### src/rtl/ai_pkg.sv
// Shared types and register map for the AI interrupt servicer.
// Unit scores live at word addresses 0..3; the ack register defaults to 5.
package ai_pkg;

   typedef enum logic [1:0] {
      ST_IDLE,
      ST_READ,
      ST_ACK,
      ST_DONE
   } ai_state_t;

   localparam int         AI_NUM_UNITS    = 4;
   localparam int         AI_SCORE_ADDR0  = 0;
   localparam int         AI_ACK_ADDR_DEF = 5;
   localparam logic [1:0] AI_LAST_IDX     = 2'(AI_NUM_UNITS - 1);

   function automatic logic [3:0] f_score_addr(input logic [1:0] idx);
      return 4'(AI_SCORE_ADDR0) + {2'b00, idx};
   endfunction

endpackage

### src/rtl/ai_wait_timer.sv
// Counts consecutive stall cycles; o_expire is high on the TIMEOUT_CYC-th one.
// Only instantiated when AI_SERVICER_TIMEOUT_EN is defined.
module ai_wait_timer #(
   parameter int TIMEOUT_CYC = 1024
) (
   input  logic clk,
   input  logic rst,
   input  logic i_stall,
   output logic o_expire
);

   localparam int CW = $clog2(TIMEOUT_CYC + 1);

   logic [CW-1:0] r_cnt;

   assign o_expire = i_stall && (r_cnt == CW'(TIMEOUT_CYC - 1));

   always_ff @(posedge clk or posedge rst) begin
      if (rst)                         r_cnt <= '0;
      else if (!i_stall || o_expire)   r_cnt <= '0;
      else                             r_cnt <= r_cnt + 1'b1;
   end

endmodule

### src/rtl/ai_irq_servicer.sv
// On irq_in, reads the four unit scores, acks the aggregator and reports the best unit.
// Define AI_SERVICER_TIMEOUT_EN to bound waitrequest stalls by TIMEOUT_CYC cycles.
module ai_irq_servicer
   import ai_pkg::*;
#(
   parameter int SCORE_W     = 32,
   parameter int ACK_ADDR    = AI_ACK_ADDR_DEF,
   parameter int TIMEOUT_CYC = 1024
) (
   input  logic               clk,
   input  logic               rst,
   input  logic               irq_in,
   output logic [3:0]         avm_m0_address,
   output logic               avm_m0_read,
   output logic               avm_m0_write,
   output logic [SCORE_W-1:0] avm_m0_writedata,
   input  logic [SCORE_W-1:0] avm_m0_readdata,
   input  logic               avm_m0_waitrequest,
   output logic               busy,
   output logic               result_valid,
   output logic [1:0]         result_index,
   output logic [SCORE_W-1:0] result_score,
   output logic               timeout_err
);

   ai_state_t          r_state;
   logic [3:0]         r_addr;
   logic               r_read;
   logic               r_write;
   logic [1:0]         r_idx;
   logic [1:0]         r_best_idx;
   logic [SCORE_W-1:0] r_best_score;
   logic               r_res_valid;
   logic [1:0]         r_res_idx;
   logic [SCORE_W-1:0] r_res_score;
   logic               r_tmo;
   logic               w_expire;

`ifdef AI_SERVICER_TIMEOUT_EN
   logic w_stall;
   assign w_stall = ((r_state == ST_READ) || (r_state == ST_ACK)) && avm_m0_waitrequest;

   ai_wait_timer #(.TIMEOUT_CYC(TIMEOUT_CYC)) u_wait_timer (
      .clk      (clk),
      .rst      (rst),
      .i_stall  (w_stall),
      .o_expire (w_expire)
   );
`else
   logic w_unused_tmo;
   assign w_unused_tmo = (TIMEOUT_CYC != 0);
   assign w_expire     = 1'b0;
`endif

   always_ff @(posedge clk or posedge rst) begin
      if (rst) begin
         r_state      <= ST_IDLE;
         r_addr       <= '0;
         r_read       <= 1'b0;
         r_write      <= 1'b0;
         r_idx        <= '0;
         r_best_idx   <= '0;
         r_best_score <= '0;
         r_res_valid  <= 1'b0;
         r_res_idx    <= '0;
         r_res_score  <= '0;
         r_tmo        <= 1'b0;
      end else begin
         r_res_valid <= 1'b0;
         r_tmo       <= 1'b0;
         case (r_state)
            ST_IDLE: if (irq_in) begin
               r_idx        <= '0;
               r_best_idx   <= '0;
               r_best_score <= '0;
               r_addr       <= f_score_addr(2'd0);
               r_read       <= 1'b1;
               r_state      <= ST_READ;
            end
            ST_READ: if (w_expire) begin
               r_read  <= 1'b0;
               r_addr  <= '0;
               r_tmo   <= 1'b1;
               r_state <= ST_IDLE;
            end else if (!avm_m0_waitrequest) begin
               // strict compare: a tie keeps the earlier (lower) index
               if (avm_m0_readdata > r_best_score) begin
                  r_best_score <= avm_m0_readdata;
                  r_best_idx   <= r_idx;
               end
               if (r_idx == AI_LAST_IDX) begin
                  r_read  <= 1'b0;
                  r_write <= 1'b1;
                  r_addr  <= 4'(ACK_ADDR);
                  r_state <= ST_ACK;
               end else begin
                  r_idx  <= r_idx + 2'd1;
                  r_addr <= f_score_addr(r_idx + 2'd1);
               end
            end
            ST_ACK: if (w_expire) begin
               r_write <= 1'b0;
               r_addr  <= '0;
               r_tmo   <= 1'b1;
               r_state <= ST_IDLE;
            end else if (!avm_m0_waitrequest) begin
               r_write <= 1'b0;
               r_addr  <= '0;
               r_state <= ST_DONE;
            end
            // irq_in may still be high here from before the ack landed; ignore it
            ST_DONE: begin
               r_res_valid <= 1'b1;
               r_res_idx   <= r_best_idx;
               r_res_score <= r_best_score;
               r_state     <= ST_IDLE;
            end
            default: r_state <= ST_IDLE;
         endcase
      end
   end

   assign avm_m0_address   = r_addr;
   assign avm_m0_read      = r_read;
   assign avm_m0_write     = r_write;
   assign avm_m0_writedata = '0;
   assign busy             = (r_state != ST_IDLE);
   assign result_valid     = r_res_valid;
   assign result_index     = r_res_idx;
   assign result_score     = r_res_score;
   assign timeout_err      = r_tmo;

endmodule

### config.mk
export PLATFORM = sky130hd
export DESIGN_NAME = ai_irq_servicer
export DESIGN_NICKNAME = d
export VERILOG_FILES = /design/src/rtl/ai_pkg.sv /design/src/rtl/ai_wait_timer.sv /design/src/rtl/ai_irq_servicer.sv
export SDC_FILE = /design/constraint.sdc
export NUM_CORES = 1
export LEC_CHECK = 0
export ABC_AREA = 1
export CAP_MARGIN = 20
export CORE_MARGIN = 8
export CORE_UTILIZATION = 45
export CTS_BUF_LIST = sky130_fd_sc_hd__clkbuf_2 sky130_fd_sc_hd__clkbuf_4 sky130_fd_sc_hd__clkbuf_8
export DETAILED_ROUTE_END_ITERATION = 6
export PLACE_DENSITY_LB_ADDON = 0.2
export SLEW_MARGIN = 20
export SYNTH_ARGS = -nofsm -noshare
export SYNTH_HDL_FRONTEND = slang
export SYNTH_SLANG_ARGS = --single-unit
### constraint.sdc
create_clock -name clk -period 3.4 [get_ports clk]
set_input_delay 0.34 -clock clk [delete_from_list [all_inputs] [get_ports clk]]
set_output_delay 0.34 -clock clk [all_outputs]
set_load 0.01 [all_outputs]
# After elaboration in Yosys (flattened, before gate mapping)

Index checks and enable logic that the tools add are counted.

Bits in registers: 79
Input bits: 36
Output and inout bits: 75
Word-level logic and storage cells: 63

Add/subtract/negate cells: 1
$lt $le $gt $ge: 1
Equality and inequality tests: 10
Muxes and demuxes: 30
Reduce and logical (&&, ||, !) cells: 11

Operators with widths:

| kind                                           | count |
|---|---|
| 2-to-1 mux 32 bit                              | 3 |
| case mux 32 bit (2 select lines)               | 1 |
| > comparator 32 bit                            | 1 |
| AND reduction 4 bit                            | 6 |
| 2-to-1 mux 2 bit                               | 9 |
| 2-to-1 mux 4 bit                               | 3 |
| != test 2 bit (second input constant)          | 6 |
| case mux 4 bit (3 select lines)                | 1 |
| case mux 2 bit (2 select lines)                | 2 |
| case mux 2 bit (4 select lines)                | 1 |
| 2-to-1 mux 1 bit                               | 7 |
| == test 2 bit (second input constant)          | 3 |
| nonzero test 2 bit                             | 3 |
| case mux 1 bit (2 select lines)                | 2 |
| 2-to-1 mux 3 bit                               | 1 |
| nonzero test 3 bit                             | 1 |
| adder 2 x 1 -> 2 bit (second input constant)   | 1 |
| == test 2 x 1 -> 1 bit (second input constant) | 1 |
| logical NOT 2 bit                              | 1 |

# Longest topological paths before layout

Depth after elaboration: 4
Mapped depth: 18
Depth with buffers taken out: 17

# Worst setup path after synthesis

Ideal clock, no wire load.

Kind: register to register
Start point: register r_best_score[7]
End point: register r_best_score[10]
Library setup time: 117 ps
Data arrival time: 1,568 ps
Required time: 3,283 ps
Setup slack: 1,715 ps
Stages on the path, launching flop included: 15
Path buffers: 1
Period minus slack after synthesis: 1,685 ps
Cells stage by stage: dfrtp_1 inv_1 ha_1 a21o_1 nor2_1 nand2_1 nand2_1 nand2_1 nand2_1 nand2_1 nand2_2 nand2_4 buf_6 nand2_1 nand2_1

Word-level cells in the longest chain between the ends: 3

RTL lines:

| what                                 | RTL line              | text |
|---|---|---|
| start: declaration                   | ai_irq_servicer.sv:32 | `logic [SCORE_W-1:0] r_best_score;` |
| start signal: assignment             | ai_irq_servicer.sv:88 | `r_best_score <= avm_m0_readdata;` |
| > comparator 32 bit                  | ai_irq_servicer.sv:87 | `if (avm_m0_readdata > r_best_score) begin` |
| != test 2 bit (no source line)       | --                    |  |
| AND reduction 4 bit (no source line) | --                    |  |

No other way between the ends.
A chain may end at the register's enable or synchronous reset.

# Worst setup path in the final report

Start point: input port avm_m0_readdata[15]
End point: register r_best_score[12]

Word-level cells in the longest chain between the ends: 3

RTL lines:

| what                                 | RTL line              | text |
|---|---|---|
| start: declaration                   | ai_irq_servicer.sv:17 | `input logic [SCORE_W-1:0] avm_m0_readdata,` |
| > comparator 32 bit                  | ai_irq_servicer.sv:87 |  |
| != test 2 bit (no source line)       | --                    |  |
| AND reduction 4 bit (no source line) | --                    |  |

No other way between the ends.

==> flow_summary.toml <==
[outcome]
status = "finished, final reports clean"

[die]
fp-row-count = 36
design.core.area_mm2 = 0.009684
boundaryPins = 111
die_x_um = 115.5
initial_utilization = 0.4601
die_h_um = 115.5
dieArea_mm2 = 0.01334

[timing]
tightest_slew_ns = 0.9436
period_needed_ns = 2.375
min_period_over_period = 0.6986
tns_ns = 0
hold_viol_final = 0
slew_headroom = 0.3702
slew_viol_final = 0
max_freq_mhz = 421.0
rsz0062_at_grt = "no"
skew_ns = 0.01191
setup_viol_count_final = 0

[synth]
synthTopCellsByArea = "dfrtp_1, nand2_1, ha_1"
synthCells = 558
synth_common_cells = "nand2_1, inv_1, dfrtp_1, a21oi_1, nor2_1"
synth-edff-count = 0
synth_simple_gate_area_frac = 0.2134
yosysSeqAreaShare = 0.4381
synth_flop_cell = "dfrtp_1"
async_reset_ff_frac = 1.000
synthMuxAreaShare = 0.01011
synth_area_mm2 = 0.004456
synth_top_family_by_area = "simple AND/OR/NAND/NOR gates"
yosysTopAreaCellShare = 0.4381
synth_fa_ha_area_frac = 0.1067
ys_ff_latch = 78
synth.avg_cell_area_um2 = 7.985
synth.distinct_cells = 28
synth_top_area_cell = "dfrtp_1"
yosysMostFrequentCell = "nand2_1"
synth_compound_area_frac = 0.07835
synthXorXnorAreaFrac = 0
ys_warn_count = 0

[global_route]
grt.total_usage = 0.1553
grt_pass1_wl_um = 16550
grt_overflow = 0
antenna_found_initial = 0
grt_pass1_vias = 3593
grt_start_max_net_pins = 54

[worst_setup_path]
worstSetupStartpointType = "primary input"
startpoint = "avm_m0_readdata[15]"
path_class = "in2reg"
path_buf_inv = 1
crit_chain = "clkdlybuf4s50_1, ha_1, a21oi_1, o21ai_0, a21oi_1, nand2_1, nand2_1, nand2_1, nand2_2, nand2_4, nand2_1, nand2_1"
endpoint_kind = "flip-flop"
crit_top_cell = "nand2_1"
slowest_delay_ns = 0.44
reg2reg_from = "r_state[1]"
critPathArrivalTime_ns = 2.61
required_ns = 3.64
path_max_fanout = 34
critical-path-slowest-cell = "clkdlybuf4s50_1"
ff2ff_setup_slack_ns = 1.08
crit_family = "simple AND/OR/NAND/NOR gates"

[finish]
fin_nets = 705
syn2layout_area_growth_pct = 22.52
drive_gt1_frac = 0.06132
antenna_cells = 0

[power]
leakagePower_uw = 0.002935
power.total_uw = 4687
vdd_drop_max_uv = 412.6
p_per_area_mw_per_mm2 = 858.6

[clocking]
clk_pin_slew_ns = 0.08
cts_tree = "yes"
clk_path_buf_depth = 2
htreeDepth = 3
ctsHoldBuffers = 0
ctsRootBufferMaster = "clkbuf_8"
cts_sinks = 78
insertion_delay_ns = 0.35
numCtsBuffers = 9
ctsResizeCount = 0
post-cts-setup-buffer-count = 0

[route]
via_count = 3567
firstDrtPassIters = 4
wl_per_cell_um = 13.23
antenna_left = 0
drt_iter0_markers = 132
drc = 0
totalWireLength_um = 10180
viasPerCell = 4.638

[hold_path]
min_path_type = "in2async"

[job]
drv_cap = 0

[placement]
place_congestion = 0.7953
dp_hpwl_um = 7442
port_buffers = 76
-- layout make-up --
type	instances	area, um2
Clock inverter	3	90.09
Multi-Input combinational cell	374	1951
Sequential cell	78	1952
Clock buffer	13	166.4
Tap cell	133	166.4
Inverter	85	320.3
Timing Repair Buffer	83	813.3
Fill cell	927	4225
-- power by group --
| part | internal, uW | switching (uW) |
|---|---|---|
| logic | 962 | 1350 |
| clock network | 545 | 337 |
| registers | 1300 | 197 |
-- final timing paths --
check,cells past startpoint,endpoint
min in group clk,2,avm_m0_read
worst max-delay path,12,r_best_score[12]
worst max register to register,11,r_best_score[12]
worst min-delay path,2,result_valid
max in group asynchronous,3,result_score[4]
worst min register to register,2,avm_m0_read
-- cell families after synthesis --
group,Yosys count
buffers and inverters,139
muxes,4
and+or+nand+nor,235
AOI/OAI and AO/OA,63
other,1
DFF,78
adders and majority gates,38
-- placed cells by master (no fill, tap or decap), types with 2 or more instances in the layout --
cell type / count
a21o_1: 2
nand3_1: 37
nor3_1: 2
o21a_1: 2
inv_2: 3
bufinv_16: 3
clkbuf_4: 2
o21ai_0: 6
nand4_1: 2
dfrtp_1: 78
nor2_1: 44
conb_1: 34
mux2_2: 4
ha_1: 37
nand2_2: 2
clkdlybuf4s50_1: 76
clkbuf_8: 11
buf_4: 7
inv_1: 81
nand2_1: 146
a21oi_1: 48
-- metrics by stage --
step / hold slack (ns) / util / setup WS (ns) / cells / instance area (um2)
6_report: 0.4838 / 0.5637 / 1.025 / 769 / 5459
5_1_grt: 0.5319 / 0.5637 / 0.8288 / 769 / 5459
4_1_cts: 0.4965 / 0.5637 / 1.032 / 769 / 5459
3_5_place_dp: 0.4893 / 0.5372 / 0.6549 / 753 / 5202
3_3_place_gp: 0.4802 / 0.5372 / 0.7035 / 753 / 5202
2_1_floorplan: 0.4700 / - / 1.065 / 591 / 4579
-- layer usage --
metal  up-vias  global-route usage  routed length [um]  part of all wire
met3        12             0.03648                 652             0.064
met4         0             0.05954                 142             0.014
met5         -                   0                   0                 0
met1      1657              0.1878                4547              0.45
met2        81              0.2620                4834              0.47
li1       1817                   -                   -                 -
-- state kept, by name (all words and copies together) (netlist names) --
signal          flops
r_best_score       32
result_score       32
avm_m0_address      3
r_best_idx          2
r_idx               2
r_state             2
result_index        2
avm_m0_read         1
avm_m0_write        1
result_valid        1
Note: power is estimated with default switching activity, not from simulation.
